**src/rtl/step_clock_ctrl.sv**
```systemverilog
// step_clock_ctrl: debounced manual single-step and fixed-rate auto-run step enables for the core.
module step_clock_ctrl #(
  parameter int DEBOUNCE_CYCLES = 500000,
  parameter int RUN_DIV         = 50000000,
  parameter int COUNT_W         = 16
) (
  input  logic               clock_reg,
  input  logic               reset,
  input  logic               key_n,
  input  logic               run_sw,
  input  logic               halt,
  output logic               step_en,
  output logic               key_level,
  output logic               running,
  output logic [COUNT_W-1:0] step_count
);
  localparam int CW = (DEBOUNCE_CYCLES > 1) ? $clog2(DEBOUNCE_CYCLES) : 1;
  localparam int DW = $clog2(RUN_DIV);
  typedef enum logic [2:0] {LOCK, IDLE, PRESS_CHK, HELD, RELEASE_CHK} state_t;
  state_t             r_state, w_state_nxt;
  logic [CW-1:0]      r_cnt, w_cnt_nxt;
  logic [DW-1:0]      r_div;
  logic [COUNT_W-1:0] r_count;
  logic               r_key_meta, r_key_sync, r_run_meta, r_run_sync;
  logic               r_running, r_step_en;
  logic               w_key_s, w_last, w_press, w_manual, w_div_en, w_auto, w_step;
  assign w_key_s  = ~r_key_sync;
  assign w_last   = (r_cnt == CW'(DEBOUNCE_CYCLES - 1));
  always_comb begin
    w_state_nxt = r_state;
    w_cnt_nxt   = r_cnt;
    w_press     = 1'b0;
    case (r_state)
      LOCK: begin
        if (w_key_s) w_cnt_nxt = '0;
        else if (w_last) begin
          w_state_nxt = IDLE;
          w_cnt_nxt   = '0;
        end else w_cnt_nxt = r_cnt + 1'b1;
      end
      IDLE: begin
        if (w_key_s) begin
          w_state_nxt = PRESS_CHK;
          w_cnt_nxt   = '0;
        end
      end
      PRESS_CHK: begin
        if (!w_key_s) begin
          w_state_nxt = IDLE;
          w_cnt_nxt   = '0;
        end else if (w_last) begin
          w_state_nxt = HELD;
          w_cnt_nxt   = '0;
          w_press     = 1'b1;
        end else w_cnt_nxt = r_cnt + 1'b1;
      end
      HELD: begin
        if (!w_key_s) begin
          w_state_nxt = RELEASE_CHK;
          w_cnt_nxt   = '0;
        end
      end
      RELEASE_CHK: begin
        if (w_key_s) begin
          w_state_nxt = HELD;
          w_cnt_nxt   = '0;
        end else if (w_last) begin
          w_state_nxt = IDLE;
          w_cnt_nxt   = '0;
        end else w_cnt_nxt = r_cnt + 1'b1;
      end
      default: begin
        w_state_nxt = LOCK;
        w_cnt_nxt   = '0;
      end
    endcase
  end
  // halt gates the divider combinationally so no auto step lands in a halted cycle
  assign w_manual = w_press & ~r_run_sync;
  assign w_div_en = r_running & ~halt;
  assign w_auto   = w_div_en & (r_div == DW'(RUN_DIV - 1));
  assign w_step   = w_manual | w_auto;
  always_ff @(posedge clock_reg or posedge reset) begin
    if (reset) begin
      r_key_meta <= 1'b1;
      r_key_sync <= 1'b1;
      r_run_meta <= 1'b0;
      r_run_sync <= 1'b0;
      r_state    <= LOCK;
      r_cnt      <= '0;
      r_div      <= '0;
      r_running  <= 1'b0;
      r_step_en  <= 1'b0;
      r_count    <= '0;
    end else begin
      r_key_meta <= key_n;
      r_key_sync <= r_key_meta;
      r_run_meta <= run_sw;
      r_run_sync <= r_run_meta;
      r_state    <= w_state_nxt;
      r_cnt      <= w_cnt_nxt;
      r_div      <= (w_div_en & ~w_auto) ? r_div + 1'b1 : '0;
      r_running  <= r_run_sync & ~halt;
      r_step_en  <= w_step;
      r_count    <= r_count + COUNT_W'(w_step);
    end
  end
  assign step_en    = r_step_en;
  assign key_level  = (r_state == HELD) | (r_state == RELEASE_CHK);
  assign running    = r_running;
  assign step_count = r_count;
endmodule

```
**config.mk**
```make
export PLATFORM = sky130hd
export DESIGN_NAME = step_clock_ctrl
export DESIGN_NICKNAME = d
export VERILOG_FILES = /design/src/rtl/step_clock_ctrl.sv
export SDC_FILE = /design/constraint.sdc
export NUM_CORES = 1
export LEC_CHECK = 0
export CAP_MARGIN = 20
export CORE_UTILIZATION = 55
export CTS_BUF_LIST = sky130_fd_sc_hd__clkbuf_8 sky130_fd_sc_hd__clkbuf_16
export DETAILED_ROUTE_END_ITERATION = 8
export DONT_BUFFER_PORTS = 1
export PLACE_DENSITY = 0.7
export SYNTH_ARGS = -nofsm -noshare
export SYNTH_HDL_FRONTEND = slang
export SYNTH_SLANG_ARGS = --single-unit
```
**constraint.sdc**
```tcl
create_clock -name clock_reg -period 3.8 [get_ports clock_reg]
set_input_delay 1.14 -clock clock_reg [delete_from_list [all_inputs] [get_ports clock_reg]]
set_output_delay 1.14 -clock clock_reg [all_outputs]
set_load 0.005 [all_outputs]
```
==> results of run 1 <==
[logic make-up (layout without fill, tap and decap cells)]
| logic type | after synthesis | count (layout) | synth area share [%] |
|---|---|---|---|
| AO/OA/AOI/OAI | 27 | 27 | 5.83 |
| XOR/XNOR | 50 | 50 | 13.1 |
| adder cells (fa/ha/maj) | 4 | 4 | 1.50 |
| buffers and inverters | 20 | 25 | 2.47 |
| flip-flops | 70 | 70 | 52.4 |
| AND/OR/NAND/NOR | 165 | 165 | 24.7 |
[report_power, final]
part           switching [mW]  leakage (nW)  internal (mW)
combinational           0.117         0.411         0.0570
clock                   0.268         0.103          0.294
sequential             0.0368         0.960          0.771
total                   0.422          1.47           1.12
[per-stage QoR]
stage / std cells / instance area (µm²) / total power [mW] / util [%] / worst slack, ns
final: 416 / 3580 / 1.54 / 60.8 / 0.648
after global routing: 416 / 3580 / 1.62 / 60.8 / 0.393
after CTS: 416 / 3580 / 1.56 / 60.8 / 0.653
after detailed placement: 400 / 3390 / 0.996 / 57.7 / 0.664
after global placement: 400 / 3390 / 0.992 / 57.7 / 0.741
after floorplan: 336 / 3350 / 0.964 / - / 0.895
[worst max-delay path, delay by kind of cell, from the launching register on]
kind | cells | cell delay, ns
and+or+nand+nor | 6 | 1.76
adders and majority gates | 2 | 0.49
DFF | 1 | 0.42
AOI/OAI and AO/OA | 1 | 0.27
xor gates and xnor gates | 1 | 0.15
[routing by layer]
| layer | vias to the layer above | part of all wire (%) |
|---|---|---|
| met2 | 48 | 44 |
| met3 | 6 | 5.4 |
| li1 | 1152 | - |
| met1 | 1149 | 49 |
| met4 | 0 | 1.2 |
| met5 | - | 0 |
[state kept, by name, summed over array words and instances (netlist names)]
register / cells
r_div: 26
r_cnt: 19
step_count: 16
r_state: 3
r_key_meta: 1
r_key_sync: 1
r_run_meta: 1
r_run_sync: 1
running: 1
step_en: 1
[final timing paths]
check	depth (start not counted)	endpoint	slack (ns)
min reg2reg	0	r_run_sync$_DFF_PP0_	0.36
min	0	r_run_sync$_DFF_PP0_	0.36
max in group asynchronous	2	r_div[23]$_DFF_PP0_	2.17
max	10	step_count[12]$_DFF_PP0_	0.65
min in group asynchronous	1	r_div[12]$_DFF_PP0_	0.63
max reg2reg	10	step_count[12]$_DFF_PP0_	0.65
[cells in the final DEF (no fill, tap or decap), types with 2 or more instances in the layout]
cell / count
dfrtp_1: 68
o22ai_1: 2
or3_1: 3
and3_1: 7
nor4b_1: 3
nor2b_1: 5
nor2_1: 55
a21o_1: 2
nor3_1: 10
nand4_1: 14
xnor2_1: 33
nand2_1: 29
nand3_1: 17
xor2_1: 17
a21oi_1: 5
o21bai_1: 2
and4_1: 5
and2_1: 3
o21ai_0: 8
clkinv_2: 2
clkbuf_8: 9
or2_2: 2
nor4_1: 5
ha_1: 4
inv_1: 10
dfstp_2: 2
[final cells by class]
cell class,count,area share (%)
Sequential cell,70,49.0
Multi-Input combinational cell,246,42.2
Clock buffer,9,3.46
Tap cell,75,2.62
Clock inverter,7,1.64
Inverter,8,0.839
Timing Repair Buffer,1,0.210
==> results.toml, run 1 <==
[outcome]
status = "finished, final reports clean"

[yosys]
synth-warning-count = 0
avgSynthCellArea_um2 = 9.96
synth_cells = 336
synth_top_area_cell = "dfrtp_1"
synthTopCellsByArea = "dfrtp_1 51%, xnor2_1 8.6%, nor2_1 6.2%"
synthFlopType = "dfrtp_1"
netlist.area_leader.share_pct = 50.9
synth_cell_type_count = 43
synth_most_common_cell = "dfrtp_1"
synthTopCellsByCount = "68 x dfrtp_1, 55 x nor2_1, 33 x xnor2_1"
synth-async-reset-ratio_pct = 100
synth.yosys.seq_area_share_pct = 52.4
syn_nets = 345
synth-edff-count = 0
netlist_area_um2 = 3350
ys_ff_latch = 70

[worst_setup_path]
crit_path_start = "r_cnt[10]$_DFFE_PP0P_"
worst_path_max_delay_cell = "or4b_1"
crit_path_end_kind = "flop"
start_kind = "flop"
cp_cell_sequence = "or4b_1 > or3_4 > nor2_1 > a32o_1 > ha_1 > ha_1 > nand2_1 > or2_2 > nor2_1 > xor2_1"
crit_fanout = 6
r2r_start = "r_cnt[10]$_DFFE_PP0P_"
cp_data_arrival_time_ns = 3.41
criticalPathCategory = "reg -> reg"
worstPathRequired_ns = 4.06
max_stage_delay_ns = 0.52

[timing]
fmaxAchievable_ghz = 0.317
min_period_ns = 3.15
worstMarginPinSlew_ns = 0.898
min_period_over_period_pct = 82.9
slew_headroom_pct = 40.2
setup_violations = 0
holdWs_ns = 0.357
fin_worst_skew_ns = 0.0121
slew_viol_final = 0
hold_violations = 0
setup_tns_ns = 0
rsz0062_at_grt = "false"

[detailed_routing]
vias = 2355
drt_iter0_markers = 130
avgViaCountPerCell = 5.66
wl_per_cell_um = 14.3
dr.pass1.iters = 4
ant_nets = 0
drc = 0
drt_wl_total_um = 5950

[grt]
grt_pass1_wl_um = 10200
grt.met2_usage_pct = 29.9
met3_usage_pct = 6.86
track_usage_pct = 21.2
grt.busiest_layer = "met1"
grt_pass1_vias = 2204
antenna_found_initial = 0
use_met1_pct = 30.5
grt-ovfl-total = 0
grt_start_max_net_pins = 58

[min_path]
hold_path_class = "reg -> reg"
hp-start = "r_run_meta$_DFF_PP0_"

[cts]
clock_latency_ns = 0.34
ctsHoldBuffers = 0
cts_made_buffers = 9
h-tree-depth = 3
cts_tree = "yes"
post_cts_buffers = 0
ctsResizeCount = 0
clockBufferDepth = 2
cts_sinks = 70
cts-root-buf = "clkbuf_8"
clkTransAtPathRegs_ns = 0.07

[finish]
drive_gt1_share_pct = 6.45
area_growth_pct = 6.92
fin_nets = 345
regArea_um2 = 1750
multi_input_area_um2 = 1510
n_fill_cell = 514
antenna_cells = 0

[die]
die_h_um = 80.0
die_w_um = 80.0
core_area_um2 = 5890
start_util_pct = 56.8
io_pins = 24
num_rows = 28
die_area_um2 = 6400

[pwr]
power.density_nw_per_um2 = 431
leakage_nw = 1.47
ir_worst_vdd_mv = 0.276

[place]
dpl.hpwl_um = 4030
globalplace.congestion = 0.804
numPortBuffers = 0

[run]
drv_cap = 0
Note: power is estimated with default switching activity, not from simulation.
==> run 2, diff against run 1 <==
Settings changed: PLACE_DENSITY 0.7 to 0.73.
Clock period 3.8 ns to 2.5 ns, I/O delays scaled along.
==> results.toml, run 2 (same netlist as run 1, synthesis figures left out) <==
[place]
dp_slack_ns = -0.0627
numPortBuffers = 0
dpl.hpwl_um = 4410
globalplace.congestion = 0.789

[cts]
cts_sinks = 70
clockBufferDepth = 2
clkTransAtPathRegs_ns = 0.08
cts_tree = "yes"
cts-root-buf = "clkbuf_8"
h-tree-depth = 3
cts_made_buffers = 9
clock_latency_ns = 0.34

[pwr]
ir_worst_vdd_mv = 0.399
leakage_nw = 1.59
power.density_nw_per_um2 = 657

[worst_setup_path]
crit_fanout = 3
worstPathRequired_ns = 2.77
start_kind = "flop"
crit_path_end_kind = "flop"
cp_data_arrival_time_ns = 2.77
r2r_start = "r_cnt[9]$_DFFE_PP0P_"
crit_path_start = "r_cnt[9]$_DFFE_PP0P_"
critPathBufInv = 0
criticalPathCategory = "reg -> reg"
max_stage_delay_ns = 0.52
cp_cell_sequence = "or4b_4 > or3_4 > nor2_4 > a32o_2 > ha_4 > ha_4 > nand2_4 > or2_4 > nor2_4 > xor2_2"
worst_path_max_delay_cell = "or4b_4"
cp_top_family = "simple AND/OR/NAND/NOR gates"

[detailed_routing]
avgViaCountPerCell = 5.60
dr.pass1.iters = 4
drt_iter0_markers = 98
drt_wl_total_um = 6410
wl_per_cell_um = 14.7
drc = 0
ant_nets = 0
vias = 2434

[timing]
min_period_ns = 2.50
worstMarginPinSlew_ns = 0.475
setup_tns_ns = 0
setup_violations = 0
slew_viol_final = 0
fin_worst_skew_ns = 0.0114
rsz0062_at_grt = "true"
fmaxAchievable_ghz = 0.401
min_period_over_period_pct = 99.9
hold_violations = 0
slew_headroom_pct = 68.3
timing.final.ws_setup_ns = 0.00344

[finish]
most-common-layout-cells = "68 x dfrtp_1, 51 x nor2_1, 33 x xnor2_1"
fin_nets = 364
area_growth_pct = 15.1
final_common_cell = "dfrtp_1"
fin_util_pct = 65.4
drive_gt1_share_pct = 15.3
largest_register = "r_div"
largest_register_ffs = 26
antenna_cells = 0

[die]
die_h_um = 80.0
num_rows = 28
die_w_um = 80.0
core_area_um2 = 5890
start_util_pct = 56.8
die_area_um2 = 6400
io_pins = 24

[grt]
track_usage_pct = 21.2
grt_start_max_net_pins = 29
grt-ovfl-total = 0
grt_pass1_vias = 2341
grt_pass1_wl_um = 10200
antenna_found_initial = 0

[min_path]
hold_path_class = "in -> async"

[run]
drv_cap = 0

[outcome]
status = "finished, final reports clean"
==> run 2: timing repair <==
action | in CTS | in global routing
buffers inserted | 1 | 1
hold buffers | 0 | 0
pin swaps | 1 | 4
setup endpoints to repair | 2 | 6
resized for setup | 4 | 4
==> run 2: where the power goes <==
group          switching [mW]  leakage, nW  internal, mW
Combinational           0.180        0.527         0.106
Sequential             0.0607        0.960          1.17
Clock                   0.427        0.106         0.585
Total                   0.667         1.59          1.86
==> run 2: path summary, 6_finish.rpt <==
check | endpoint | slack (ns) | cells past startpoint
worst max-delay path | step_count[12]$_DFF_PP0_ | 0.003 | 10
worst min-delay path | r_state[0]$_DFFE_PP0P_ | 0.29 | 1
worst max register to register | step_count[12]$_DFF_PP0_ | 0.003 | 10
worst min register to register | r_key_sync$_DFF_PP1_ | 0.36 | 0
max in group asynchronous | r_cnt[16]$_DFFE_PP0P_ | 1.51 | 2
min in group clock_reg | r_key_sync$_DFF_PP1_ | 0.36 | 0
==> run 2: area by class of cell <==
type,count,area (µm²)
Clock buffer,10,138
Clock inverter,6,86.3
Fill cell,470,2040
Inverter,8,33.8
Multi-Input combinational cell,246,1590
Sequential cell,70,1750
Tap cell,75,93.8
Timing Repair Buffer,20,150
==> run 2: metal layers <==
metal  wire length (µm)  vias up  track usage [%]
li1                   -     1189                -
met1               2960     1182             26.7
met2               3130       50             34.4
met3                186       13             3.89
met4                134        0             11.4
met5                  0        -                0
==> run 2: through the flow <==
step | cells | hold WS (ns) | cell area (µm²) | power, mW
floorplan | 336 | 0.331 | 3390 | 1.47
global placement | 417 | 0.346 | 3570 | 1.53
detailed placement | 417 | 0.347 | 3570 | 1.54
CTS | 434 | 0.288 | 3820 | 2.55
global route | 435 | 0.305 | 3850 | 2.64
finish | 435 | 0.287 | 3850 | 2.53
==> run 3, diff against run 2 <==
Settings changed: PLACE_DENSITY 0.73 to 0.7, SKIP_CTS_REPAIR_TIMING from default to 1.
Clock period 2.5 ns to 3.1 ns, I/O delays scaled along.
==> results.toml, run 3 (same netlist as run 1, synthesis figures left out) <==
[timing]
slew_viol_final = 0
holdWs_ns = 0.355
worstMarginPinSlew_ns = 0.874
timing.final.ws_setup_ns = 0.171
setup_violations = 0
fin_worst_skew_ns = 0.0128
rsz0062_at_grt = "false"
min_period_over_period_pct = 94.5
setup_tns_ns = 0
fmaxAchievable_ghz = 0.341
slew_headroom_pct = 41.3
min_period_ns = 2.93
hold_violations = 0

[finish]
final_cells = 420
final_common_cell = "dfrtp_1"
finish.instance_area_um2 = 3660
antenna_cells = 0
fin_util_pct = 62.2
n_fill_cell = 512
largest_register_ffs = 26
drive_gt1_share_pct = 9.28
fin_nets = 349
area_growth_pct = 9.35
largest_register = "r_div"
most-common-layout-cells = "67 x dfrtp_1, 55 x nor2_1, 33 x xnor2_1"

[worst_setup_path]
timing.reg2reg.setup_slack_ns = 0.17
start_kind = "flop"
cp_data_arrival_time_ns = 3.21
worstPathRequired_ns = 3.38
r2r_start = "r_cnt[10]$_DFFE_PP0P_"
r2r_cells = 10
crit_path_end_kind = "flop"
criticalPathCategory = "reg -> reg"
r2r-end = "step_count[14]$_DFF_PP0_"
crit_fanout = 6

[die]
die_area_um2 = 6400
die_h_um = 80.0
start_util_pct = 56.8
die_w_um = 80.0
num_rows = 28
io_pins = 24
core_area_um2 = 5890

[cts]
cts_tree = "yes"
clkTransAtPathRegs_ns = 0.09
cts-root-buf = "clkbuf_8"
cts_made_buffers = 9
cts_sinks = 70
clockBufferDepth = 2
h-tree-depth = 3
clock_latency_ns = 0.36

[detailed_routing]
drt_wl_total_um = 6490
dr.pass1.iters = 4
vias = 2371
drc = 0
wl_per_cell_um = 15.5
drt_iter0_markers = 112
ant_nets = 0
avgViaCountPerCell = 5.65

[min_path]
hold_path_end = "r_run_sync$_DFF_PP0_"
hp-start = "r_run_meta$_DFF_PP0_"
holdPathStages = 0
hold_path_class = "reg -> reg"

[grt]
grt_pass1_wl_um = 10900
grt_start_max_net_pins = 46
grt-ovfl-total = 0
antenna_found_initial = 0
track_usage_pct = 22.8
grt_pass1_vias = 2359

[pwr]
power.total_mw = 1.99
ir_worst_vdd_mv = 0.361
leakage_nw = 1.48
power.density_nw_per_um2 = 544

[place]
dp_slack_ns = 0.114
globalplace.congestion = 0.740
numPortBuffers = 0
dpl.hpwl_um = 4180
dp_cells = 404
placed_cell_area_um2 = 3440

[run]
drv_cap = 0

[outcome]
status = "finished, final reports clean"
## run 3: cell type report
cell class / instances / area [µm²] / share of cell area (%)
sequential: 70 / 1760 / 48.0
multi-input combinational: 246 / 1520 / 41.7
clock buffer: 9 / 124 / 3.39
tap: 75 / 93.8 / 2.56
clock inverter: 7 / 81.3 / 2.22
timing repair buffer: 5 / 50.0 / 1.37
inverter: 8 / 30.0 / 0.821
## run 3: worst max path at each step
stage | slack [ns] | from | end | depth (start not counted)
final | 0.17 | r_cnt[10]$_DFFE_PP0P_ | step_count[14]$_DFF_PP0_ | 10
after CTS | 0.10 | r_cnt[10]$_DFFE_PP0P_ | step_count[14]$_DFF_PP0_ | 10
after global routing | 0.003 | r_cnt[10]$_DFFE_PP0P_ | step_count[14]$_DFF_PP0_ | 10
after detailed placement | 0.11 | r_cnt[10]$_DFFE_PP0P_ | step_count[14]$_DFF_PP0_ | 10
after global placement | 0.21 | r_cnt[10]$_DFFE_PP0P_ | step_count[14]$_DFF_PP0_ | 10
after floorplan | 0.26 | r_cnt[10]$_DFFE_PP0P_ | step_count[14]$_DFF_PP0_ | 10
## run 3: critical path: stages (launching register included)
cell and delay, ns:
dfrtp_2 0.44, or4b_1 0.49, or3_4 0.40, nor2_1 0.13, a32o_1 0.26, ha_4 0.19, ha_2 0.22, nand2_1 0.09
or2_2 0.31, nor2_1 0.14, xor2_1 0.18
## run 3: routing by layer
| layer | global-route usage (%) | routed length (µm) | vias up |
|---|---|---|---|
| met2 | 34.0 | 2970 | 46 |
| li1 | - | - | 1161 |
| met1 | 30.6 | 3120 | 1154 |
| met4 | 7.50 | 90 | 0 |
| met5 | 0 | 0 | - |
| met3 | 8.57 | 305 | 10 |
## run 3: power breakdown
group | switching, mW | total [mW] | internal [mW]
logic | 0.148 | 0.229 | 0.0808
clock network | 0.387 | 0.769 | 0.382
registers | 0.0462 | 0.990 | 0.944
